**src/rtl/vga_pkg.sv**
```systemverilog
// Shared VGA constants: default 640x480@60 timing, screen size for the game block,
// and the 24-bit colour type with a few named colours.
package vga_pkg;

   localparam int COORD_W = 10;
   localparam int COORD_MAX = 1 << COORD_W;

   localparam int VGA_H_ACTIVE = 640;
   localparam int VGA_H_FP     = 16;
   localparam int VGA_H_SYNC   = 96;
   localparam int VGA_H_BP     = 48;
   localparam int VGA_V_ACTIVE = 480;
   localparam int VGA_V_FP     = 10;
   localparam int VGA_V_SYNC   = 2;
   localparam int VGA_V_BP     = 33;

   function automatic int axis_total(input int active, input int fp, input int sync, input int bp);
      return active + fp + sync + bp;
   endfunction

   localparam int VGA_H_TOTAL = axis_total(VGA_H_ACTIVE, VGA_H_FP, VGA_H_SYNC, VGA_H_BP);
   localparam int VGA_V_TOTAL = axis_total(VGA_V_ACTIVE, VGA_V_FP, VGA_V_SYNC, VGA_V_BP);

   localparam int SCREEN_WIDTH  = VGA_H_ACTIVE;
   localparam int SCREEN_HEIGHT = VGA_V_ACTIVE;

   typedef logic [23:0] rgb_t;

   localparam rgb_t COLOR_BLACK  = 24'h000000;
   localparam rgb_t COLOR_WHITE  = 24'hFFFFFF;
   localparam rgb_t COLOR_RED    = 24'hFF0000;
   localparam rgb_t COLOR_BLUE   = 24'h0000FF;
   localparam rgb_t COLOR_YELLOW = 24'hFFFF00;

endpackage

```
**src/rtl/vga_axis_counter.sv**
```systemverilog
// One timing axis (horizontal or vertical): position counter plus the decoded
// visible, sync and end-of-axis flags for the current count.
module vga_axis_counter
   import vga_pkg::*;
#(
   parameter int ACTIVE   = VGA_H_ACTIVE,
   parameter int FP       = VGA_H_FP,
   parameter int SYNC     = VGA_H_SYNC,
   parameter int BP       = VGA_H_BP,
   parameter int SYNC_POL = 0
) (
   input  logic               clk,
   input  logic               rst,
   input  logic               en,
   input  logic               wrap_en,
   output logic [COORD_W-1:0] count,
   output logic               active,
   output logic               sync,
   output logic               last
);

   typedef logic [COORD_W:0] wide_t;

   localparam int                 TOTAL      = axis_total(ACTIVE, FP, SYNC, BP);
   localparam logic [COORD_W-1:0] LAST_VAL   = COORD_W'(TOTAL - 1);
   localparam wide_t              ACTIVE_END = wide_t'(ACTIVE);
   localparam wide_t              SYNC_START = wide_t'(ACTIVE + FP);
   localparam wide_t              SYNC_END   = wide_t'(ACTIVE + FP + SYNC);
   localparam logic               POL        = SYNC_POL[0];

   // wrap_en is the carry from the faster axis (tied high for horizontal)
   always_ff @(posedge clk or negedge rst) begin
      if (!rst) begin
         count <= '0;
      end else if (en && wrap_en) begin
         count <= last ? '0 : count + COORD_W'(1);
      end
   end

   assign last   = (count == LAST_VAL);
   assign active = (wide_t'(count) < ACTIVE_END);
   assign sync   = ((wide_t'(count) >= SYNC_START) && (wide_t'(count) < SYNC_END)) ? POL : ~POL;

endmodule

```
**src/rtl/vga_timing_driver.sv**
```systemverilog
// 640x480@60 VGA timing generator: pixel-rate divider, x/y counters for the renderer,
// and one registered stage that aligns colour, sync and blank at the pins.
module vga_timing_driver
   import vga_pkg::*;
#(
   parameter int H_ACTIVE = VGA_H_ACTIVE,
   parameter int H_FP     = VGA_H_FP,
   parameter int H_SYNC   = VGA_H_SYNC,
   parameter int H_BP     = VGA_H_BP,
   parameter int V_ACTIVE = VGA_V_ACTIVE,
   parameter int V_FP     = VGA_V_FP,
   parameter int V_SYNC   = VGA_V_SYNC,
   parameter int V_BP     = VGA_V_BP,
   parameter int SYNC_POL = 0,
   parameter int CLK_DIV  = 2
) (
   input  logic               clk,
   input  logic               rst,
   input  logic [23:0]        rgb_in,
   output logic [COORD_W-1:0] x_pixel,
   output logic [COORD_W-1:0] y_pixel,
   output logic               active_pixels,
   output logic               pix_en,
   output logic               frame_tick,
   output logic [7:0]         vga_r,
   output logic [7:0]         vga_g,
   output logic [7:0]         vga_b,
   output logic               vga_hs,
   output logic               vga_vs,
   output logic               vga_blank_n
);

   localparam int                 H_TOTAL    = axis_total(H_ACTIVE, H_FP, H_SYNC, H_BP);
   localparam int                 V_TOTAL    = axis_total(V_ACTIVE, V_FP, V_SYNC, V_BP);
   localparam logic [3:0]         DIV_LAST   = 4'(CLK_DIV - 1);
   localparam logic [COORD_W-1:0] V_LAST_VIS = COORD_W'(V_ACTIVE - 1);
   localparam logic               POL        = SYNC_POL[0];

   generate
      if (H_TOTAL > COORD_MAX) begin : g_h_total_too_big
         $error("vga_timing_driver: H_TOTAL exceeds 10-bit counter range");
      end
      if (V_TOTAL > COORD_MAX) begin : g_v_total_too_big
         $error("vga_timing_driver: V_TOTAL exceeds 10-bit counter range");
      end
      if ((CLK_DIV < 1) || (CLK_DIV > 16)) begin : g_clk_div_range
         $error("vga_timing_driver: CLK_DIV must be 1..16");
      end
   endgenerate

   logic [3:0]         div_cnt;
   logic [COORD_W-1:0] h_cnt;
   logic [COORD_W-1:0] v_cnt;
   logic               h_active;
   logic               h_sync;
   logic               h_last;
   logic               v_active;
   logic               v_sync;
   logic               v_last_unused;

   // With CLK_DIV=1 the compare is 0==0, so pix_en stays high
   always_ff @(posedge clk or negedge rst) begin
      if (!rst) begin
         div_cnt <= '0;
      end else begin
         div_cnt <= pix_en ? '0 : div_cnt + 4'd1;
      end
   end

   assign pix_en = (div_cnt == DIV_LAST);

   vga_axis_counter #(
      .ACTIVE   (H_ACTIVE),
      .FP       (H_FP),
      .SYNC     (H_SYNC),
      .BP       (H_BP),
      .SYNC_POL (SYNC_POL)
   ) u_h_axis (
      .clk     (clk),
      .rst     (rst),
      .en      (pix_en),
      .wrap_en (1'b1),
      .count   (h_cnt),
      .active  (h_active),
      .sync    (h_sync),
      .last    (h_last)
   );

   vga_axis_counter #(
      .ACTIVE   (V_ACTIVE),
      .FP       (V_FP),
      .SYNC     (V_SYNC),
      .BP       (V_BP),
      .SYNC_POL (SYNC_POL)
   ) u_v_axis (
      .clk     (clk),
      .rst     (rst),
      .en      (pix_en),
      .wrap_en (h_last),
      .count   (v_cnt),
      .active  (v_active),
      .sync    (v_sync),
      .last    (v_last_unused)
   );

   assign x_pixel       = h_cnt;
   assign y_pixel       = v_cnt;
   assign active_pixels = h_active && v_active;
   assign frame_tick    = pix_en && h_last && (v_cnt == V_LAST_VIS);

   // Pin stage: rgb_in is combinational from x/y, so it is captured here alongside sync/blank
   always_ff @(posedge clk or negedge rst) begin
      if (!rst) begin
         vga_hs                <= ~POL;
         vga_vs                <= ~POL;
         vga_blank_n           <= 1'b0;
         {vga_r, vga_g, vga_b} <= COLOR_BLACK;
      end else if (pix_en) begin
         vga_hs                <= h_sync;
         vga_vs                <= v_sync;
         vga_blank_n           <= active_pixels;
         {vga_r, vga_g, vga_b} <= active_pixels ? rgb_in : COLOR_BLACK;
      end
   end

endmodule

```
**config.mk**
```make
export PLATFORM = sky130hd
export DESIGN_NAME = vga_timing_driver
export DESIGN_NICKNAME = d
export VERILOG_FILES = /design/src/rtl/vga_pkg.sv /design/src/rtl/vga_axis_counter.sv /design/src/rtl/vga_timing_driver.sv
export SDC_FILE = /design/constraint.sdc
export NUM_CORES = 1
export LEC_CHECK = 0
export ABC_AREA = 1
export BUFFER_PORTS_ARGS = -buffer_cell sky130_fd_sc_hd__buf_2
export CAP_MARGIN = 0
export CORE_MARGIN = 2
export CORE_UTILIZATION = 51
export DETAILED_ROUTE_END_ITERATION = 7
export PLACE_DENSITY = 0.79
export SYNTH_ARGS = -nofsm -noshare
export SYNTH_HDL_FRONTEND = slang
export SYNTH_SLANG_ARGS = --single-unit
```
**constraint.sdc**
```tcl
create_clock -name clk -period 1.75 [get_ports clk]
set_input_delay 0.0875 -clock clk [delete_from_list [all_inputs] [get_ports clk]]
set_output_delay 0.0875 -clock clk [all_outputs]
set_load 0.02 [all_outputs]
```
* Yosys cells after proc, flatten, opt, wreduce, memory -nomap -nowiden
Cells that the tools add are included.
** Cells by class
- Add/subtract/negate cells :: 3
- $lt $le $gt $ge :: 6
- Equal/unequal tests :: 4
- Multiplexer cells :: 6
- Reduce and logical (&&, ||, !) cells :: 5
** Operators by type and width (number)
- $mux W24 :: 1
- $add A10 B1 Y10 const B :: 2
- $eq A10 B10 Y1 const B :: 2
- $lt A10 B10 Y1 const B :: 2
- $lt A10 B9 Y1 const B :: 2
- $mux W10 :: 2
- $eq A10 B9 Y1 const B :: 1
- $ge A10 B10 Y1 const B :: 1
- $ge A10 B9 Y1 const B :: 1
- $logic_and A1 B1 Y1 :: 5
- $add A4 B1 Y4 const B :: 1
- $eq A4 B1 Y1 const B :: 1
- $mux W4 :: 1
- $mux W1 :: 2
** Word-level totals
- Bits in registers :: 51
- Input port bits :: 26
- Logic and storage cells :: 33

* Depth between registers and ports, before layout
- Depth in word-level cells :: 3
- Gate-level depth with buffers :: 9

* Hierarchy
A second synthesis with hierarchy kept.
** Second synthesis, totals
- Cell total of the unflattened synthesis :: 387
- Area, all modules :: 2737.6 sq um
** Modules (own cells, without submodules)
- vga_timing_driver :: instances 1, cells an instance 200, area an instance 1451.4 sq um, sequential area each 778.2 sq um
- vga_axis_counter (u_h_axis) :: instances 1, cells an instance 96, area an instance 655.6 sq um, sequential area each 250.2 sq um
- vga_axis_counter (u_v_axis) :: instances 1, cells an instance 91, area an instance 630.6 sq um, sequential area each 250.2 sq um

* Least setup slack after synthesis
OpenSTA, ideal clock, no wires.
- Kind :: register to output
- Start point :: reg u_h_axis.count[1]
- End point :: out frame_tick
- Arrival :: 1.458 ns
- Data required time :: 1.662 ns
- Path slack :: 0.205 ns
- Stages on the path, launching flop included :: 8
- Cells stage by stage :: dfrtp_1 -> ha_1 -> inv_1 -> nor2_4 -> nand2_1 -> nor2_1 -> nand3_1 -> nor2_1
** On the way
- Longest elaborated chain between the ends :: 3
** Ends and longest elaborated chain
- start, declared :: RTL line vga_axis_counter.sv:16 : output logic [COORD_W-1:0] count,
- start signal, assigned :: RTL line vga_axis_counter.sv:36 : count <= last ? '0 : count + COORD_W'(1);
- $eq A10 B10 Y1 :: RTL line vga_axis_counter.sv:40 : assign last = (count == LAST_VAL);
- $logic_and A1 B1 Y1 (2 in series) :: RTL line vga_timing_driver.sv:109 : assign frame_tick = pix_en && h_last && (v_cnt == V_LAST_VIS);
- end, declared :: RTL line vga_timing_driver.sv:24 : output logic frame_tick,
Every way passes these cells.

* Worst setup path after layout
- Start point :: reg div_cnt[1]
- End point :: out frame_tick
** On the way
- Longest elaborated chain between the ends :: 3
** Ends and longest elaborated chain
- start, declared :: RTL line vga_timing_driver.sv:51 : logic [3:0] div_cnt;
- start signal, assigned :: RTL line vga_timing_driver.sv:66 : div_cnt <= pix_en ? '0 : div_cnt + 4'd1;
- $eq A4 B1 Y1 :: RTL line vga_timing_driver.sv:70 : assign pix_en = (div_cnt == DIV_LAST);
- $logic_and A1 B1 Y1 (2 in series) :: RTL line vga_timing_driver.sv:109
Every way passes these cells.

==> impl_metrics.py <==
metrics = {
    "synth": {
        "synthCells": 319,
        "synth.area.top_cells": "dfrtp_1 (48%), nand2_1 (15%), nand3_1 (9.2%), inv_1 (4.1%), nor2_1 (2.6%)",
        "synth_top_area_share_pct": 47.8,
        "synth.avg_cell_area_sq_um": 8.05,
        "ys_async_sr_fraction_pct": 100,
        "synth.distinct_cells": 28,
        "yosys.area.top_type": "dfrtp_1",
        "yosysWarnings": 0,
        "ys_seq_area_share_pct": 49.8,
        "synth_nets": 349,
        "synth_ff_type": "dfrtp_1",
        "synth_area_sq_mm": 0.00257,
        "synth_edf_count": 0,
        "ys_seq_elements": 51,
    },
    "clocking": {
        "clk_latency_ns": 0.31,
        "clk_transition_reported_paths_ns": 0.09,
        "cts_tree": "done",
        "clkSinkCount": 51,
        "cts-root-buf": "clkbuf_8",
        "clockBufferDepth": 2,
        "cts_made_buffers": 5,
        "cts-htree-levels": 2,
    },
    "floorplanning": {
        "fp.dieW_microns": 75.0,
        "die_h_microns": 75.0,
        "die-area_sq_mm": 0.00562,
        "initial_core_util_pct": 53.6,
        "io_pins": 76,
        "num_rows": 25,
        "coreArea_sq_mm": 0.00479,
    },
    "sta": {
        "hold_violations": 0,
        "clock_skew_ns": 0.00882,
        "finalCriticalPeriod_ns": 1.69,
        "timing.fmax_ghz": 0.591,
        "rsz0062_at_grt": "true",
        "tightest_slew_ns": 0.633,
        "hold_slack_ns": 0.00435,
        "maxSlewHeadroom_pct": 57.8,
        "period_share_pct": 96.7,
        "report.final.slew_viol_count": 0,
        "setup_violations": 0,
    },
    "global_route": {
        "grt_pass1_wl_mm": 9.71,
        "grt_max_degree": 52,
        "antenna_found_initial": 0,
        "grt_pass1_vias": 2148,
        "grt_usage_pct": 22.6,
        "gr-total-overflow": 0,
    },
    "route": {
        "drt-total-wl_mm": 6.24,
        "dr.pass1.iters": 4,
        "num_vias": 2380,
        "antenna_left": 0,
        "drtIter0Drc": 174,
        "vias_per_cell": 5.04,
        "drc": 0,
        "drt-wirelength-per-cell_microns": 13.2,
    },
    "min_path": {
        "min_to": "vga_b[7]$_DFFE_PN0N_",
        "worstHoldPathType": "in -> reg",
        "min_path_cells": 3,
        "min_from": "rgb_in[7]",
    },
    "critical_path": {
        "cp-startpoint": "div_cnt[1]$_DFF_PN0_",
        "r2r_slack_ns": 0.20,
        "worstPathMaxFanout": 3,
        "r2r-end": "u_v_axis.count[3]$_DFFE_PN0P_",
        "end_kind": "output port",
        "critPathKind": "reg -> out",
        "crit_path_start_kind": "flop",
        "r2r_start": "u_h_axis.count[0]$_DFFE_PN0N_",
        "r2r_cells": 8,
        "cp.required_ns": 1.66,
        "crit_arrival_ns": 1.60,
    },
    "final_layout": {
        "drive_gt1_share_pct": 31.9,
        "syn_to_final_growth_pct": 26.0,
        "nFillCells": 404,
        "antennaDiodeCount": 0,
        "nNetsFinal": 435,
        "final_cell_mix": "nand2_1 (103), buf_2 (74), nand3_1 (46)",
        "instances_no_fill": 472,
        "final_common_cell": "nand2_1",
        "final_util_pct": 67.6,
    },
    "run": {
        "max_cap_violations": 0,
    },
    "place": {
        "hpwlAfterDp_mm": 4.21,
        "portBuffers": 75,
        "dp.cells": 456,
        "globalplace.congestion": 0.962,
    },
    "power": {
        "p_per_area_mw_per_mm2": 677,
        "p_leak_nw": 1.71,
        "total_power_mw": 2.19,
        "vdd_drop_max_uv": 383,
    },
    "outcome": {
        "status": "completed",
    },
}
-- state kept, by name, summed over array words and instances, names as in the netlist --
name,flops
u_h_axis.count,10
u_v_axis.count,10
vga_b,8
vga_g,8
vga_r,8
div_cnt,4
vga_blank_n,1
vga_hs,1
vga_vs,1
-- layer usage --
metal | track usage [%] | part of all wire (%)
met4 | 8.93 | 2.0
met2 | 37.5 | 51
met3 | 4.55 | 3.9
met5 | 0 | 0
met1 | 29.1 | 43
-- worst max-delay path by stage --
stage	endpoint	slack, ns	cells past startpoint
5_1_grt	frame_tick	-0.02	8
2_1_floorplan	frame_tick	0.20	7
4_1_cts	frame_tick	0.02	7
3_3_place_gp	frame_tick	0.26	8
3_5_place_dp	frame_tick	0.22	8
6_report	frame_tick	0.06	8
-- metrics by stage --
step | setup TNS, ns | cell area [sq um] | setup slack (ns)
final | 0 | 3230 | 0.0578
after global routing | -0.0239 | 3230 | -0.0239
after CTS | 0 | 3160 | 0.0187
after detailed placement | 0 | 3010 | 0.221
after global placement | 0 | 3010 | 0.262
after floorplan | 0 | 2570 | 0.205
-- power by group --
part           internal (mW)  leakage [nW]  switching [mW]  total (mW)
Sequential              1.21         0.623          0.0143        1.22
Combinational         0.0572          1.04          0.0924       0.150
Clock                  0.419        0.0502           0.403       0.821
-- area by class of cell --
cell class                      count  area [sq um]  area share, %
Sequential cell                    51          1280           39.7
Tap cell                           67          83.8           2.59
Timing Repair Buffer               91           517           16.0
Clock inverter                      2          37.5           1.16
Inverter                           32           120           3.71
Multi-Input combinational cell    224          1120           34.7
Clock buffer                        5          68.8           2.13
-- worst max-delay path, stage by stage (launching register included) --
cell and delay [ns]:
dfrtp_1 0.41, nor2_2 0.15, nand2_2 0.08, inv_2 0.10, nand2_4 0.07, nor2_4 0.14, nand3_2 0.08, nor2_2 0.13
buf_6 0.13
-- cells by family after synthesis --
| group | count (synthesis) | share of synthesized area, % |
|---|---|---|
| AND/OR/NAND/NOR | 193 | 33.8 |
| flip-flops | 51 | 49.8 |
| buffers and inverters | 44 | 7.55 |
| XOR/XNOR | 6 | 2.05 |
| AO/OA/AOI/OAI | 21 | 4.87 |
| adder cells (fa/ha/maj) | 4 | 1.95 |
-- synth_stat cells (3+ instances only) --
master / n
nor2_2: 5
nand4_1: 8
o21ai_2: 4
inv_1: 28
inv_2: 4
buf_2: 5
xor2_1: 4
clkbuf_1: 3
nor2_1: 18
nand2_1: 104
o21ai_0: 10
dfrtp_1: 49
nor3_1: 4
nand3_1: 47
ha_1: 4
-- timing repair --
item | in CTS | in global routing
buffers inserted | 2 | 4
gates resized for setup | 2 | 17
hold endpoints to repair | 51 | 0
hold buffers | 3 | 0
cloned | 0 | 0
pin swaps | 1 | 5
endpoints found under the setup margin | 1 | 3
(Power assumes the default switching activity.)
